### src/rtl/spatz_lane_sequencer.sv
// spatz_lane_sequencer: element sequencer in front of one SIMD lane.
// Takes one vector instruction at a time and requests operand triples element
// by element. Each response drives the combinational lane, and the lane result
// returns with its element index on a write-back handshake. Credit-based flow
// control (outstanding + FIFO occupancy) means operand responses never stall.
// Optional feature: define SPATZ_LANE_SEQ_BYPASS_EN for zero-latency write-back
// when the result FIFO is empty.
module spatz_lane_sequencer #(
    parameter int unsigned Width       = 32,
    parameter int unsigned MaxVl       = 256,
    parameter int unsigned ResultDepth = 4,
    parameter int unsigned OpWidth     = 4,
    parameter int unsigned SewWidth    = 2,
    localparam int unsigned VlWidth    = $clog2(MaxVl + 1),
    localparam int unsigned IdxWidth   = VlWidth - 1
) (
    input  logic                clk_i,
    input  logic                rst_i,
    input  logic                issue_valid_i,
    output logic                issue_ready_o,
    input  logic [OpWidth-1:0]  issue_op_i,
    input  logic [VlWidth-1:0]  issue_vl_i,
    input  logic                issue_signed_i,
    input  logic [SewWidth-1:0] issue_sew_i,
    output logic                opnd_req_valid_o,
    input  logic                opnd_req_ready_i,
    output logic [IdxWidth-1:0] opnd_req_idx_o,
    input  logic                opnd_rsp_valid_i,
    input  logic [Width-1:0]    opnd_rsp_s1_i,
    input  logic [Width-1:0]    opnd_rsp_s2_i,
    input  logic [Width-1:0]    opnd_rsp_d_i,
    input  logic                opnd_rsp_carry_i,
    output logic [OpWidth-1:0]  lane_op_o,
    output logic                lane_signed_o,
    output logic [SewWidth-1:0] lane_sew_o,
    output logic [Width-1:0]    lane_s1_o,
    output logic [Width-1:0]    lane_s2_o,
    output logic [Width-1:0]    lane_d_o,
    output logic                lane_carry_o,
    input  logic [Width-1:0]    lane_result_i,
    output logic                wb_valid_o,
    input  logic                wb_ready_i,
    output logic [IdxWidth-1:0] wb_idx_o,
    output logic [Width-1:0]    wb_data_o,
    output logic                busy_o,
    output logic                done_o
);

    localparam int unsigned CntWidth = $clog2(ResultDepth + 1);
    localparam int unsigned SumWidth = CntWidth + 1;
    localparam int unsigned PtrWidth = (ResultDepth > 1) ? $clog2(ResultDepth) : 1;

    typedef enum logic [1:0] {
        IDLE = 2'd0,
        RUN  = 2'd1,
        DONE = 2'd2
    } state_e;

    state_e state_q, state_d;

    logic [OpWidth-1:0]  op_q;
    logic                signed_q;
    logic [SewWidth-1:0] sew_q;
    logic [VlWidth-1:0]  vl_q;
    logic [VlWidth-1:0]  req_cnt_q;
    logic [VlWidth-1:0]  rsp_cnt_q;
    logic [VlWidth-1:0]  wb_cnt_q;
    logic [CntWidth-1:0] outstanding_q;
    logic [CntWidth-1:0] fifo_cnt_q;
    logic [PtrWidth-1:0] rd_ptr_q, wr_ptr_q;
    logic [IdxWidth-1:0] fifo_idx_q  [ResultDepth];
    logic [Width-1:0]    fifo_data_q [ResultDepth];

    logic                issue_hs;
    logic                req_hs;
    logic                rsp_fire;
    logic                fifo_empty;
    logic                push;
    logic                pop;
    logic                wb_hs;
    logic [SumWidth-1:0] inflight;

    function automatic logic [PtrWidth-1:0] ptr_inc(input logic [PtrWidth-1:0] p);
        return (p == PtrWidth'(ResultDepth - 1)) ? '0 : p + PtrWidth'(1);
    endfunction

    // Sequencing FSM: handshake outputs and state transitions
    always_comb begin
        state_d       = state_q;
        issue_ready_o = 1'b0;
        busy_o        = 1'b0;
        done_o        = 1'b0;
        unique case (state_q)
            IDLE: begin
                issue_ready_o = 1'b1;
                if (issue_valid_i) begin
                    state_d = (issue_vl_i == '0) ? DONE : RUN;
                end
            end
            RUN: begin
                busy_o = 1'b1;
                if ((wb_cnt_q + VlWidth'(wb_hs)) == vl_q) begin
                    state_d = DONE;
                end
            end
            DONE: begin
                busy_o  = 1'b1;
                done_o  = 1'b1;
                state_d = IDLE;
            end
            default: state_d = IDLE;
        endcase
    end

    // Request credit, lane drive and write-back selection
    always_comb begin
        issue_hs         = issue_valid_i && (state_q == IDLE);
        inflight         = SumWidth'(outstanding_q) + SumWidth'(fifo_cnt_q);
        opnd_req_valid_o = (state_q == RUN) && (req_cnt_q < vl_q)
                           && (inflight < SumWidth'(ResultDepth));
        opnd_req_idx_o   = opnd_req_valid_o ? req_cnt_q[IdxWidth-1:0] : '0;
        req_hs           = opnd_req_valid_o && opnd_req_ready_i;
        rsp_fire         = opnd_rsp_valid_i && (state_q == RUN);

        lane_op_o        = (state_q != IDLE) ? op_q : '0;
        lane_signed_o    = (state_q != IDLE) ? signed_q : 1'b0;
        lane_sew_o       = (state_q != IDLE) ? sew_q : '0;
        lane_s1_o        = rsp_fire ? opnd_rsp_s1_i : '0;
        lane_s2_o        = rsp_fire ? opnd_rsp_s2_i : '0;
        lane_d_o         = rsp_fire ? opnd_rsp_d_i : '0;
        lane_carry_o     = rsp_fire ? opnd_rsp_carry_i : 1'b0;

        fifo_empty       = (fifo_cnt_q == '0);
`ifdef SPATZ_LANE_SEQ_BYPASS_EN
        // Empty FIFO: the lane result goes straight out; it is only stored if refused
        wb_valid_o       = !fifo_empty || rsp_fire;
        if (!fifo_empty) begin
            wb_idx_o  = fifo_idx_q[rd_ptr_q];
            wb_data_o = fifo_data_q[rd_ptr_q];
        end else if (rsp_fire) begin
            wb_idx_o  = rsp_cnt_q[IdxWidth-1:0];
            wb_data_o = lane_result_i;
        end else begin
            wb_idx_o  = '0;
            wb_data_o = '0;
        end
        wb_hs            = wb_valid_o && wb_ready_i;
        push             = rsp_fire && !(fifo_empty && wb_ready_i);
`else
        wb_valid_o       = !fifo_empty;
        wb_idx_o         = fifo_empty ? '0 : fifo_idx_q[rd_ptr_q];
        wb_data_o        = fifo_empty ? '0 : fifo_data_q[rd_ptr_q];
        wb_hs            = wb_valid_o && wb_ready_i;
        push             = rsp_fire;
`endif
        pop              = wb_hs && !fifo_empty;
    end

    // State register
    always_ff @(posedge clk_i or posedge rst_i) begin
        if (rst_i) begin
            state_q <= IDLE;
        end else begin
            state_q <= state_d;
        end
    end

    // Instruction field latch, taken on the issue handshake
    always_ff @(posedge clk_i or posedge rst_i) begin
        if (rst_i) begin
            op_q     <= '0;
            signed_q <= 1'b0;
            sew_q    <= '0;
            vl_q     <= '0;
        end else if (issue_hs) begin
            op_q     <= issue_op_i;
            signed_q <= issue_signed_i;
            sew_q    <= issue_sew_i;
            vl_q     <= issue_vl_i;
        end
    end

    // Element counters and outstanding-request tracking
    always_ff @(posedge clk_i or posedge rst_i) begin
        if (rst_i) begin
            req_cnt_q     <= '0;
            rsp_cnt_q     <= '0;
            wb_cnt_q      <= '0;
            outstanding_q <= '0;
        end else if (issue_hs) begin
            req_cnt_q     <= '0;
            rsp_cnt_q     <= '0;
            wb_cnt_q      <= '0;
            outstanding_q <= '0;
        end else begin
            req_cnt_q <= req_cnt_q + VlWidth'(req_hs);
            rsp_cnt_q <= rsp_cnt_q + VlWidth'(rsp_fire);
            wb_cnt_q  <= wb_cnt_q + VlWidth'(wb_hs);
            unique case ({req_hs, rsp_fire})
                2'b10:   outstanding_q <= outstanding_q + CntWidth'(1);
                2'b01:   outstanding_q <= outstanding_q - CntWidth'(1);
                default: outstanding_q <= outstanding_q;
            endcase
        end
    end

    // Result FIFO holding {index, lane result}
    always_ff @(posedge clk_i or posedge rst_i) begin
        if (rst_i) begin
            rd_ptr_q   <= '0;
            wr_ptr_q   <= '0;
            fifo_cnt_q <= '0;
            for (int unsigned i = 0; i < ResultDepth; i++) begin
                fifo_idx_q[i]  <= '0;
                fifo_data_q[i] <= '0;
            end
        end else begin
            if (push) begin
                fifo_idx_q[wr_ptr_q]  <= rsp_cnt_q[IdxWidth-1:0];
                fifo_data_q[wr_ptr_q] <= lane_result_i;
                wr_ptr_q              <= ptr_inc(wr_ptr_q);
            end
            if (pop) begin
                rd_ptr_q <= ptr_inc(rd_ptr_q);
            end
            unique case ({push, pop})
                2'b10:   fifo_cnt_q <= fifo_cnt_q + CntWidth'(1);
                2'b01:   fifo_cnt_q <= fifo_cnt_q - CntWidth'(1);
                default: fifo_cnt_q <= fifo_cnt_q;
            endcase
        end
    end

    // Responses are only legal in RUN against an outstanding request
    rsp_protocol_a: assert property (@(posedge clk_i) disable iff (rst_i)
        opnd_rsp_valid_i |-> ((state_q == RUN) && (outstanding_q != '0)));

    // Credit accounting guarantees the FIFO never overflows
    fifo_overflow_a: assert property (@(posedge clk_i) disable iff (rst_i)
        push |-> ((fifo_cnt_q != CntWidth'(ResultDepth)) || pop));

endmodule

### config.mk
export PLATFORM = sky130hd
export DESIGN_NAME = spatz_lane_sequencer
export DESIGN_NICKNAME = d
export VERILOG_FILES = /design/src/rtl/spatz_lane_sequencer.sv
export SDC_FILE = /design/constraint.sdc
export NUM_CORES = 1
export LEC_CHECK = 0
export CAP_MARGIN = 20
export CORE_MARGIN = 2
export CORE_UTILIZATION = 35
export DETAILED_ROUTE_END_ITERATION = 8
export PLACE_DENSITY = 0.69
export SYNTH_ARGS = -nofsm -noshare
export SYNTH_HDL_FRONTEND = slang
export SYNTH_SLANG_ARGS = --single-unit
### constraint.sdc
create_clock -name clk_i -period 9.3 [get_ports clk_i]
set_input_delay 1.86 -clock clk_i [delete_from_list [all_inputs] [get_ports clk_i]]
set_output_delay 1.86 -clock clk_i [all_outputs]
set_load 0.05 [all_outputs]
==> impl_results.md <==
* Fin Hold WS at 0.4668 ns
* Wire per inst at 19.47 um
* CTS Hold Bufs at 0
* Remaining DRCs at 0
* CP startpoint: opnd_rsp_valid_i
* Mapped Cells at 870
* CTS tree: built
* Final nets at 1,328
* Leak pwr at 6.810 nW
* Worst Hold Depth at 2
* Final-report max-slew violation count at 0
* Post-CTS setup buffer count at 0
* Tot GR Track Use at 18.64%
* Gp weighted congestion at 0.9624
* Worst Hold Endpoint: signed_q
* Initial Utilization at 35.40%
* CTS root buf: clkbuf_16
* First-pass GRT wire length at 47,640 um
* Reg area at 5358 um2
* Slew HR at 33.53%
* Fin area at 15,080 um2
* Num ports at 308
* Class of the worst hold path: reg -> reg
* Mux contribution to synthesized area at 25.52%
* Post-synthesis adder-cell area fraction at 3.267%
* RSZ-0062 raised after global routing: false
* Flop2flop setup slack at 5.73 ns
* Simple-gate share of the synthesized area at 14.29%
* Vias in the first global route at 8,279
* DR vias/cell at 5.064
* Dominant combinational cell family by area after synthesis: multiplexers
* Setup Viol. Count Final at 0
* Area growth from synthesis to layout at 39.57%
* Via count at 7,941
* Reg clk slew, reported paths at 0.06 ns
* Synth warnings at 0
* Share of layout cells above drive strength 1 at 22.90%
* Yosys reg bits at 214
* Buffers on Ports at 307
* Netlist cell types at 41
* Clk_skew at 0.01469 ns
* Placement-stage cell area at 14,220 um2
* Fin crit period at 5.336 ns
* Worst reg-to-reg path cell count at 12
* VDD IR max at 0.2775 mV
* Filler Cell Count at 2,746
* Outcome: completed
* Clk sinks at 214
* Capturing point of the worst reg2reg path: state_q[1]
* Drt pass-1 iters at 4
* Final Hold Viols at 0
* Die area at 32,280 um2
* Critical path data required time at 7.44 ns
* Max cap viols at 0
* Post-cts repair resize count at 0
* Synth Area in Compound Gates at 2.236%
* Die X at 179.7 um
* Xor/xnor share of the synthesized area at 2.189%
* Max Clk Rate at 0.1874 GHz
* Tcrit/Tclk final at 57.38%
* Area taken by multi-input logic gates at 5144 um2
* CP Capture Type: output pin
* Slew of the pin with the lowest slew margin at 0.9970 ns
* Seq/Total Area, Yosys at 49.58%
* Core area at 30,510 um2
* H-tree depth at 1
* Cell area after synthesis at 10,800 um2
* Data arrival, critical path at 3.48 ns
* Iteration-0 DRC Markers at 417
* Longest Clk Path Bufs at 3
* Setup TNS at 0 ns
* Largest fanout on the critical path at 84
* Post-DP HPWL at 21,120 um
* Avg Inst Size Synth at 12.42 um2
* Initial antenna violation count at 6
* Type of the worst setup path: in -> out
* Die H at 179.7 um
* Hold path startpoint: signed_q
* Power Density at 331.4 nW/um2
* Syn Nets at 1,048
* Post-route ant nets at 0
* R2R Path Start: fifo_cnt_q[0]
* Row Count at 64
* Clk_lat worst skew at 0.51 ns
* Num CTS Buffers at 24
* Largest net degree at the start of global routing at 142
* Routed wire length at 30,530 um
* Total gr overflow at 0
* Startpoint types: primary input
state kept, by name, indices dropped and copies added (netlist names), 3 cells and up:
signal,cells
rsp_cnt_q,8
outstanding_q,3
req_cnt_q,9
wb_cnt_q,9
fifo_cnt_q,3
fifo_idx_q,32
fifo_data_q,128
vl_q,9
op_q,4
worst max-delay path, stage by stage:
cell and delay, ns:
buf_2 0.24, buf_12 0.28, and3_1 0.23, clkdlybuf4s50_1 0.82
final cells by class:
cell class	count	share of cell area, %
flip-flops and latches	214	35.54
clock inverters	5	0.5146
repair buffers	318	20.98
inverters	20	0.5478
multi-input cells	572	34.12
well taps	396	3.287
diodes	6	0.09959
clock buffers	37	4.913
worst max path at each step:
stage                                    to  slack [ns]  cells after the start
after floorplan               fifo_cnt_q[0]        1.59                      1
after global placement          lane_d_o[6]        3.62                      3
after detailed placement        lane_d_o[6]        3.55                      3
after CTS                       lane_d_o[6]        3.55                      3
after global routing      opnd_req_idx_o[0]        3.86                      8
final                         lane_s1_o[10]        3.96                      4
cells in the final DEF, fill, tap and decap left out, drive strengths merged, types with 10 or more instances in the layout:
cell type / instances
xnor2: 13
mux4: 40
nor2: 28
mux2: 163
dfrtp: 214
nand2: 50
xor2: 14
buf: 12
clkbuf: 37
nor2b: 10
clkdlybuf4s50: 306
and2: 61
nand3: 14
o21ai: 13
ha: 25
and3: 101
inv: 19
through the flow:
step                cells  total power [mW]  util [%]  setup WS [ns]
finish               1568             4.996     49.41          3.964
CTS                  1561             5.058     49.30          3.547
floorplan             870             3.278         -          1.589
detailed placement   1519             4.060     46.62          3.547
global placement     1519             3.998     46.62          3.616
global route         1568             5.286     49.41          3.856
where the power goes:
group	switching, mW	internal [mW]
sequential	0.196	1.28
combinational	1.45	1.10
clock	0.370	0.600
total	2.01	2.98
synthesized netlist by cell type:
| cell | count | share of area (%) |
|---|---|---|
| a2111o_1 | 1 | 0.10 |
| a2111oi_2 | 1 | 0.14 |
| a211oi_1 | 1 | 0.070 |
| a21boi_1 | 1 | 0.070 |
| a21o_1 | 1 | 0.070 |
| a21oi_1 | 8 | 0.37 |
| a311o_1 | 1 | 0.093 |
| a311oi_1 | 2 | 0.16 |
| a32o_1 | 1 | 0.093 |
| and2_1 | 61 | 3.5 |
| and3_1 | 101 | 5.8 |
| buf_1 | 12 | 0.42 |
| clkbuf_1 | 52 | 1.8 |
| clkinv_1 | 1 | 0.035 |
| dfrtp_1 | 214 | 50 |
| fa_1 | 2 | 0.37 |
| ha_1 | 25 | 2.9 |
| inv_1 | 19 | 0.66 |
| mux2_2 | 163 | 17 |
| mux2i_1 | 2 | 0.19 |
| mux4_2 | 40 | 8.3 |
| nand2_1 | 49 | 1.7 |
| nand2_2 | 1 | 0.058 |
| nand2b_1 | 2 | 0.12 |
| nand3_1 | 12 | 0.56 |
| nand3_2 | 2 | 0.19 |
| nand4_1 | 3 | 0.17 |
| nor2_1 | 27 | 0.94 |
| nor2_4 | 1 | 0.10 |
| nor2b_1 | 10 | 0.58 |
| nor3_1 | 2 | 0.093 |
| nor4_1 | 1 | 0.058 |
| o21ai_0 | 13 | 0.60 |
| o221a_2 | 1 | 0.10 |
| o221ai_1 | 2 | 0.16 |
| o31ai_2 | 1 | 0.12 |
| o41ai_1 | 1 | 0.081 |
| or2_1 | 1 | 0.058 |
| or3_1 | 5 | 0.29 |
| xnor2_1 | 13 | 1.1 |
| xor2_1 | 14 | 1.1 |
kinds of logic (layout without fill, tap and decap cells):
family / after synthesis / after routing
compound gates: 35 / 35
flops: 214 / 214
mux: 205 / 205
other cells: 0 / 6
fa+ha+maj: 27 / 27
simple gates: 278 / 278
xor+xnor: 27 / 27
buf+inv: 84 / 380
per-layer routing:
metal	vias up	share of wire [%]	wire length (um)	GRT usage, %
met1	3990	39	11940	21.25
met2	243	53	16200	34.54
met5	-	0	0	0
met3	47	5.2	1602	3.971
li1	3661	-	-	-
met4	0	2.6	794	6.114
Note: power is estimated with default switching activity, not from simulation.
